$ cat src/rtl/image_loader_pkg.sv
// Shared encodings for the frame loader: FSM states and per-frame pixel modes.
package image_loader_pkg;

  typedef enum logic [1:0] {
    IDLE = 2'd0,
    LOAD = 2'd1,
    DONE = 2'd2
  } state_t;

  typedef enum logic [1:0] {
    MODE_COPY = 2'b00,
    MODE_INV  = 2'b01,
    MODE_THR  = 2'b10,
    MODE_BRT  = 2'b11
  } mode_t;

endpackage

$ cat src/rtl/image_loader_pixel_op.sv
// Combinational per-pixel operation; shared with later filter stages.
module pixel_op
  import image_loader_pkg::*;
#(
  parameter logic [7:0] THRESH = 8'd128,
  parameter logic [7:0] BRIGHT = 8'd32
) (
  input  mode_t      mode_i,
  input  logic [7:0] d_i,
  output logic [7:0] res_o
);

  logic [8:0] sum;

  always_comb begin
    // Brighten is computed in 9 bits so the carry flags saturation.
    sum   = {1'b0, d_i} + {1'b0, BRIGHT};
    res_o = d_i;
    case (mode_i)
      MODE_COPY: res_o = d_i;
      MODE_INV:  res_o = 8'hFF - d_i;
      MODE_THR:  res_o = (d_i >= THRESH) ? 8'hFF : 8'h00;
      MODE_BRT:  res_o = sum[8] ? 8'hFF : sum[7:0];
      default:   res_o = d_i;
    endcase
  end

endmodule

$ cat src/rtl/image_loader.sv
// Writes processed FIFO bytes sequentially into the frame RAM, one frame per start.
module image_loader
  import image_loader_pkg::*;
#(
  parameter int          WIDTH  = 160,
  parameter int          HEIGHT = 120,
  parameter int          ADDR_W = 15,
  parameter logic [7:0]  THRESH = 8'd128,
  parameter logic [7:0]  BRIGHT = 8'd32
) (
  input  logic              clk,
  input  logic              reset,
  input  logic              start,
  input  logic [1:0]        mode,
  input  logic              rd_tick,
  input  logic [7:0]        rx_data,
  output logic              we,
  output logic [ADDR_W-1:0] addr,
  output logic [7:0]        wdata,
  output logic              busy,
  output logic              frame_done,
  output logic              overflow
);

  localparam logic [ADDR_W-1:0] LAST = ADDR_W'(WIDTH * HEIGHT - 1);

  state_t            state_q, state_d;
  mode_t             mode_q, mode_d;
  logic [ADDR_W-1:0] cnt_q, cnt_d;
  logic [ADDR_W-1:0] addr_q, addr_d;
  logic [7:0]        wdata_q, wdata_d;
  logic              we_q, we_d;
  logic              busy_q, busy_d;
  logic              done_q, done_d;
  logic              ovf_q, ovf_d;
  logic              accept;
  logic [7:0]        pix;

  pixel_op #(
    .THRESH (THRESH),
    .BRIGHT (BRIGHT)
  ) u_pixel_op (
    .mode_i (mode_q),
    .d_i    (rx_data),
    .res_o  (pix)
  );

  // start always wins over a coincident pop, so that byte is dropped.
  assign accept = rd_tick && !start && (state_q == LOAD);

  always_comb begin
    state_d = state_q;
    mode_d  = mode_q;
    cnt_d   = cnt_q;
    addr_d  = addr_q;
    wdata_d = wdata_q;
    we_d    = 1'b0;
    done_d  = 1'b0;
    ovf_d   = ovf_q;

    if (start) begin
      state_d = LOAD;
      cnt_d   = '0;
      mode_d  = mode_t'(mode);
      ovf_d   = 1'b0;
    end

    if (rd_tick && !accept) ovf_d = 1'b1;

    if (accept) begin
      we_d    = 1'b1;
      addr_d  = cnt_q;
      wdata_d = pix;
      // Counter parks on the last index instead of wrapping.
      if (cnt_q == LAST) begin
        state_d = DONE;
        done_d  = 1'b1;
      end else begin
        cnt_d = cnt_q + ADDR_W'(1);
      end
    end

    busy_d = (state_d == LOAD);
  end

  always_ff @(posedge clk) begin
    if (reset) begin
      state_q <= IDLE;
      mode_q  <= MODE_COPY;
      cnt_q   <= '0;
      addr_q  <= '0;
      wdata_q <= '0;
      we_q    <= 1'b0;
      busy_q  <= 1'b0;
      done_q  <= 1'b0;
      ovf_q   <= 1'b0;
    end else begin
      state_q <= state_d;
      mode_q  <= mode_d;
      cnt_q   <= cnt_d;
      addr_q  <= addr_d;
      wdata_q <= wdata_d;
      we_q    <= we_d;
      busy_q  <= busy_d;
      done_q  <= done_d;
      ovf_q   <= ovf_d;
    end
  end

  assign we         = we_q;
  assign addr       = addr_q;
  assign wdata      = wdata_q;
  assign busy       = busy_q;
  assign frame_done = done_q;
  assign overflow   = ovf_q;

endmodule
$ cat config.mk
export PLATFORM = sky130hd
export DESIGN_NAME = image_loader
export DESIGN_NICKNAME = d
export VERILOG_FILES = /design/src/rtl/image_loader_pkg.sv /design/src/rtl/image_loader_pixel_op.sv /design/src/rtl/image_loader.sv
export SDC_FILE = /design/constraint.sdc
export NUM_CORES = 1
export LEC_CHECK = 0
export CAP_MARGIN = 20
export CORE_MARGIN = 1.5
export CORE_UTILIZATION = 45
export CTS_CLUSTER_DIAMETER = 30
export DETAILED_ROUTE_END_ITERATION = 7
export HOLD_SLACK_MARGIN = 0.15
export PLACE_DENSITY = 0.77
export SYNTH_ARGS = -nofsm -noshare
export SYNTH_HDL_FRONTEND = slang
export SYNTH_HIERARCHICAL = 1
export SYNTH_SLANG_ARGS = --single-unit
export TNS_END_PERCENT = 50
$ cat constraint.sdc
create_clock -name clk -period 2.1 [get_ports clk]
set_clock_uncertainty 0.1 [all_clocks]
set_input_delay 0.21 -clock clk [delete_from_list [all_inputs] [get_ports clk]]
set_output_delay 0.21 -clock clk [all_outputs]
set_load 0.02 [all_outputs]
Word level (Yosys, flattened, before mapping):

Cells that the tools add are included.

* add/sub/neg operators: 3
* order comparisons: 1
* equal/unequal tests: 6
* mux-type cells: 13
* bitwise operators: 1
* reduce and logical (&&, ||, !) cells: 8

Operator list (number)
* 15-bit 2-to-1 mux: 3
* 8-bit one-hot mux with 4 select lines: 1
* 8-bit 2-to-1 mux: 2
* 15-bit by 1-bit adder with 15-bit output, second input constant: 1
* 15-bit equality test, second input constant: 1
* 8-bit by 6-bit adder with 9-bit output, second input constant: 1
* 8-bit greater-or-equal comparator, second input constant: 1
* 8-bit subtractor, first input constant: 1
* 2-bit by 1-bit equality test with 1-bit output, second input constant: 3
* 2-bit 2-to-1 mux: 3
* 2-bit equality test, second input constant: 2
* 1-bit 2-to-1 mux: 4
* 1-bit logical AND: 3
* 1-bit logical NOT: 2
* 2-bit logical NOT: 1
* 2-bit nonzero test: 1
* 2-bit OR reduction: 1
* 1-bit inverter: 1

* bits in registers: 46
* output and inout port bits: 27
* word-level logic and storage cells: 41

Depth between registers and ports, before layout:

* depth after elaboration: 6
* gate-level depth with buffers: 7

Modules after synthesis:

Netlist, hierarchy kept.

Modules (own cells, without submodules)
* image_loader: times used 1, cells an instance 224, area an instance 1879.3 µm², sequential area each 920.9 µm²
* pixel_op: times used 1, cells an instance 43, area an instance 282.8 µm², sequential area each 0.0 µm²

Least setup slack after synthesis:

OpenSTA, ideal clock, no wires.

* path kind: register to register
* from: register cnt_q[0]
* to: register cnt_q[11]
* setup time: 70 ps
* arrival time: 1638 ps
* data required time: 1930 ps
* slack: 292 ps
* cell stages (with the launch flop): 7
* path buffers: 1
* period minus slack after synthesis: 1808 ps
* cell sequence: dfxtp_1 > ha_1 > and4b_1 > and4_4 > buf_6 > or4_1 > a21oi_1

* cells in the longest elaborated chain, start to end: 3
* elaborated cells between the ends (all ways): 4
* those cells by class: 1 x add/sub; 1 x eq/ne; 2 x mux

RTL lines
* start: declaration: line image_loader.sv:29 `logic [ADDR_W-1:0] cnt_q, cnt_d;`
* start signal: assignment: line image_loader.sv:100 `cnt_q <= cnt_d;`
* 15-bit by 1-bit adder with 15-bit output or 15-bit equality test (tied branches): line image_loader.sv:79, image_loader.sv:75
* 15-bit 2-to-1 mux *: line image_loader.sv:75 `if (cnt_q == LAST) begin`
* 15-bit 2-to-1 mux *: line image_loader.sv:70 `if (accept) begin`

Mark *: on every way between the ends. The rest lies on a longest branch, timed or not.
A chain may end at the register's enable or synchronous reset.

Worst setup path after layout:

Same ends and word-level chain as after synthesis.

==> metrics.cfg <==
[global_routing]
grt_first_pass_wirelength_um=8800
grt_overflow=0
antenna_found_initial=0
track_usage_pct=21.3
grt_max_degree=33
first_global_vias=1877
grt_use_met1_pct=29.4
met3_usage_pct=4.17
grt-busiest-layer=met2
use_met2_pct=32.3

[route]
wl_per_cell_um=14.2
dr.pass1.iters=4
num_vias=2028
routed_wl_um=5040
viasPerCell=5.71
ant_nets=0
drc_errors=0
drt_iter0_drc=139

[yosys]
synthesis.area_um2=2160
synth_edf_count=0
synth_seq_area_share_pct=42.6
ys_ff_latch=46
syn_inst=267
yosys.cell_types.count=48
async_flop_share_pct=0
ys.flop_type=dfxtp_1
syn-num-nets=284
postSynthAreaPerCell_um2=8.10
yosys_warnings=6

[critical_path]
cp.required_ns=2.24
critical_path_class=reg -> reg
critPathLaunchType=flip-flop
cp.depth=5
cpMaxStageDelayCell=or4_1
crit_fanout=18
worstSetupEndpointType=flip-flop
r2r_start=cnt_q[0]$_SDFF_PP0_
crit_path_max_incr_delay_ns=0.51
critPathBufInv=0
cp.arrival_ns=2.02
reg2reg_depth=5
path_delay_family=simple AND/OR/NAND/NOR gates
critical_path.cell_chain=ha_1, and4b_1, and4_4, or4_1, a21oi_1
crit_start=cnt_q[0]$_SDFF_PP0_

[clock_network]
ctsHtreeMaxLevel=2
ctsHoldBuffers=0
postCtsSetupRepairBufs=0
cts_tree=yes
clock_latency_ns=0.30
ctsResizeCount=0
clkSinkCount=46
numCtsBuffers=5
root_buffer=clkbuf_8
ctsLongestPathBuffers=2
path_clk_slew_ns=0.08

[floorplanning]
die_h_um=72.3
rows=25
die_area_um2=5230
io-pin-count=41
start_util_pct=46.4
die_w_um=72.3
core-area_um2=4660

[place]
placed_cells=348
place_congestion=0.915
post-dp-hpwl_um=3590
portBuffers=40

[timing]
fin_crit_sh_pct=89.6
setup_viol=0
tightest_slew_ns=0.532
fin_hold_ws_ns=0.353
slew_headroom_pct=64.5
period_needed_ns=1.88
timing.final.hold_violations=0
fmax_mhz=531
fin_tns_setup_ns=0
final_max_slew_viol_count=0
rsz0062_at_grt=false

[finish]
regArea_um2=921
fill_cells=441
utilization_pct=57.4
drive_gt1_share_pct=6.31
synthToLayoutAreaGrowth_pct=23.7
finalNetCount=318
fin_cells=355
multi_input_area_um2=1140
antenna_cells=0

[pwr]
pwr-share-clk_pct=31.9
p_sw_share_pct=24.8
net-switching-power_mw=0.395
internal_power_mw=1.20
p_seq_share_pct=56.7
leakagePower_nw=0.895
pwr-share-comb_pct=11.4
vdd_drop_max_mv=0.367
total_power_mw=1.59
powerDensity_nw_per_um2=595

[job]
drv_cap=0

[outcome]
status=complete, no violations

[worst_hold_path]
hold_path_depth=2
hold_class=reg -> reg
hp-start=addr[12]$_SDFFE_PP0P_

-- logic make-up after synthesis --
group                    Yosys count  share of synthesized area [%]
flip-flops                        46                           42.6
AO/OA/AOI/OAI                     73                           20.6
XOR/XNOR                           6                           2.43
multiplexers                       2                          0.926
buffers and inverters             25                           5.56
AND/OR/NAND/NOR                  112                           26.2
adder cells (fa/ha/maj)            3                           1.74
-- placed cells by master (no fill, tap or decap), types with 3 or more instances in the layout --
cell type / instances
o211ai_1: 6
dfxtp_1: 46
inv_1: 5
or3_1: 4
o21a_1: 3
or4_1: 5
nand3_1: 7
nor4_1: 4
ha_1: 3
clkbuf_8: 5
a21oi_1: 40
nor2_1: 7
nand4_1: 6
o31ai_1: 4
o21ai_0: 6
clkdlybuf4s50_1: 40
buf_4: 7
nand2_1: 62
xnor2_1: 6
-- area by class of cell --
class                   count  area share, %
repair buffers             47           16.9
clock buffers               5           2.57
well taps                  54           2.53
flip-flops and latches     46           34.4
multi-input cells         196           42.5
inverters                   5          0.702
clock inverters             2          0.374
-- through the flow --
stage	instance area, um^2	setup WS [ns]
2_1_floorplan	2160	0.292
3_5_place_dp	2600	0.0623
5_1_grt	2680	0.0758
4_1_cts	2680	0.229
6_report	2680	0.218
3_3_place_gp	2600	0.147
-- tightest hold or removal path, cell delays in order (launching register included) --
cell     delay (ns)
dfxtp_1        0.31
nand2_1        0.05
a21oi_1        0.05
-- cells in the mapped netlist, types with 2 or more instances --
| master | number | area (um^2) |
|---|---|---|
| nor2_1 | 7 | 26.3 |
| o31ai_1 | 4 | 30.0 |
| o21ai_0 | 6 | 30.0 |
| and4_1 | 2 | 17.5 |
| a211o_1 | 2 | 17.5 |
| o31a_1 | 2 | 17.5 |
| ha_1 | 3 | 37.5 |
| nand3_1 | 7 | 35.0 |
| nand4_1 | 6 | 37.5 |
| mux2i_1 | 2 | 20.0 |
| or4_1 | 5 | 37.5 |
| clkbuf_1 | 14 | 52.6 |
| o21a_1 | 3 | 22.5 |
| xnor2_1 | 6 | 52.6 |
| a21oi_1 | 40 | 200 |
| or3_1 | 4 | 25.0 |
| dfxtp_1 | 46 | 921 |
| nand2_1 | 62 | 233 |
| buf_2 | 3 | 15.0 |
| inv_1 | 5 | 18.8 |
| buf_6 | 3 | 33.8 |
| o211ai_1 | 6 | 45.0 |
| nor4_1 | 4 | 25.0 |
-- flip-flops by register name (all words and copies together), names as in the netlist --
signal	flops
busy	1
we	1
state_q	2
wdata	8
addr	15
mode_q	2
overflow	1
cnt_q	15
frame_done	1
-- final timing paths --
| check | endpoint | slack, ns |
|---|---|---|
| worst min register to register | addr[12]$_SDFFE_PP0P_ | 0.35 |
| worst max register to register | cnt_q[11]$_SDFF_PP0_ | 0.22 |
| worst max-delay path | cnt_q[11]$_SDFF_PP0_ | 0.22 |
| worst min-delay path | addr[12]$_SDFFE_PP0P_ | 0.35 |
-- power groups by stage --
| stage | Sequential (mW) | Clock (mW) | Combinational (mW) |
|---|---|---|---|
| after floorplan | 0.925 | 0 | 0.101 |
| after global placement | 0.921 | 0 | 0.176 |
| after detailed placement | 0.922 | 0 | 0.180 |
| after CTS | 0.901 | 0.521 | 0.181 |
| after global routing | 0.904 | 0.544 | 0.201 |
| final | 0.901 | 0.507 | 0.182 |
-- routing by layer --
layer	vias to the layer above	wire length [um]
met2	51	2360
li1	1019	-
met1	950	2420
met3	8	179
met5	-	0
met4	0	78
Power figures use the tool's default switching activity.
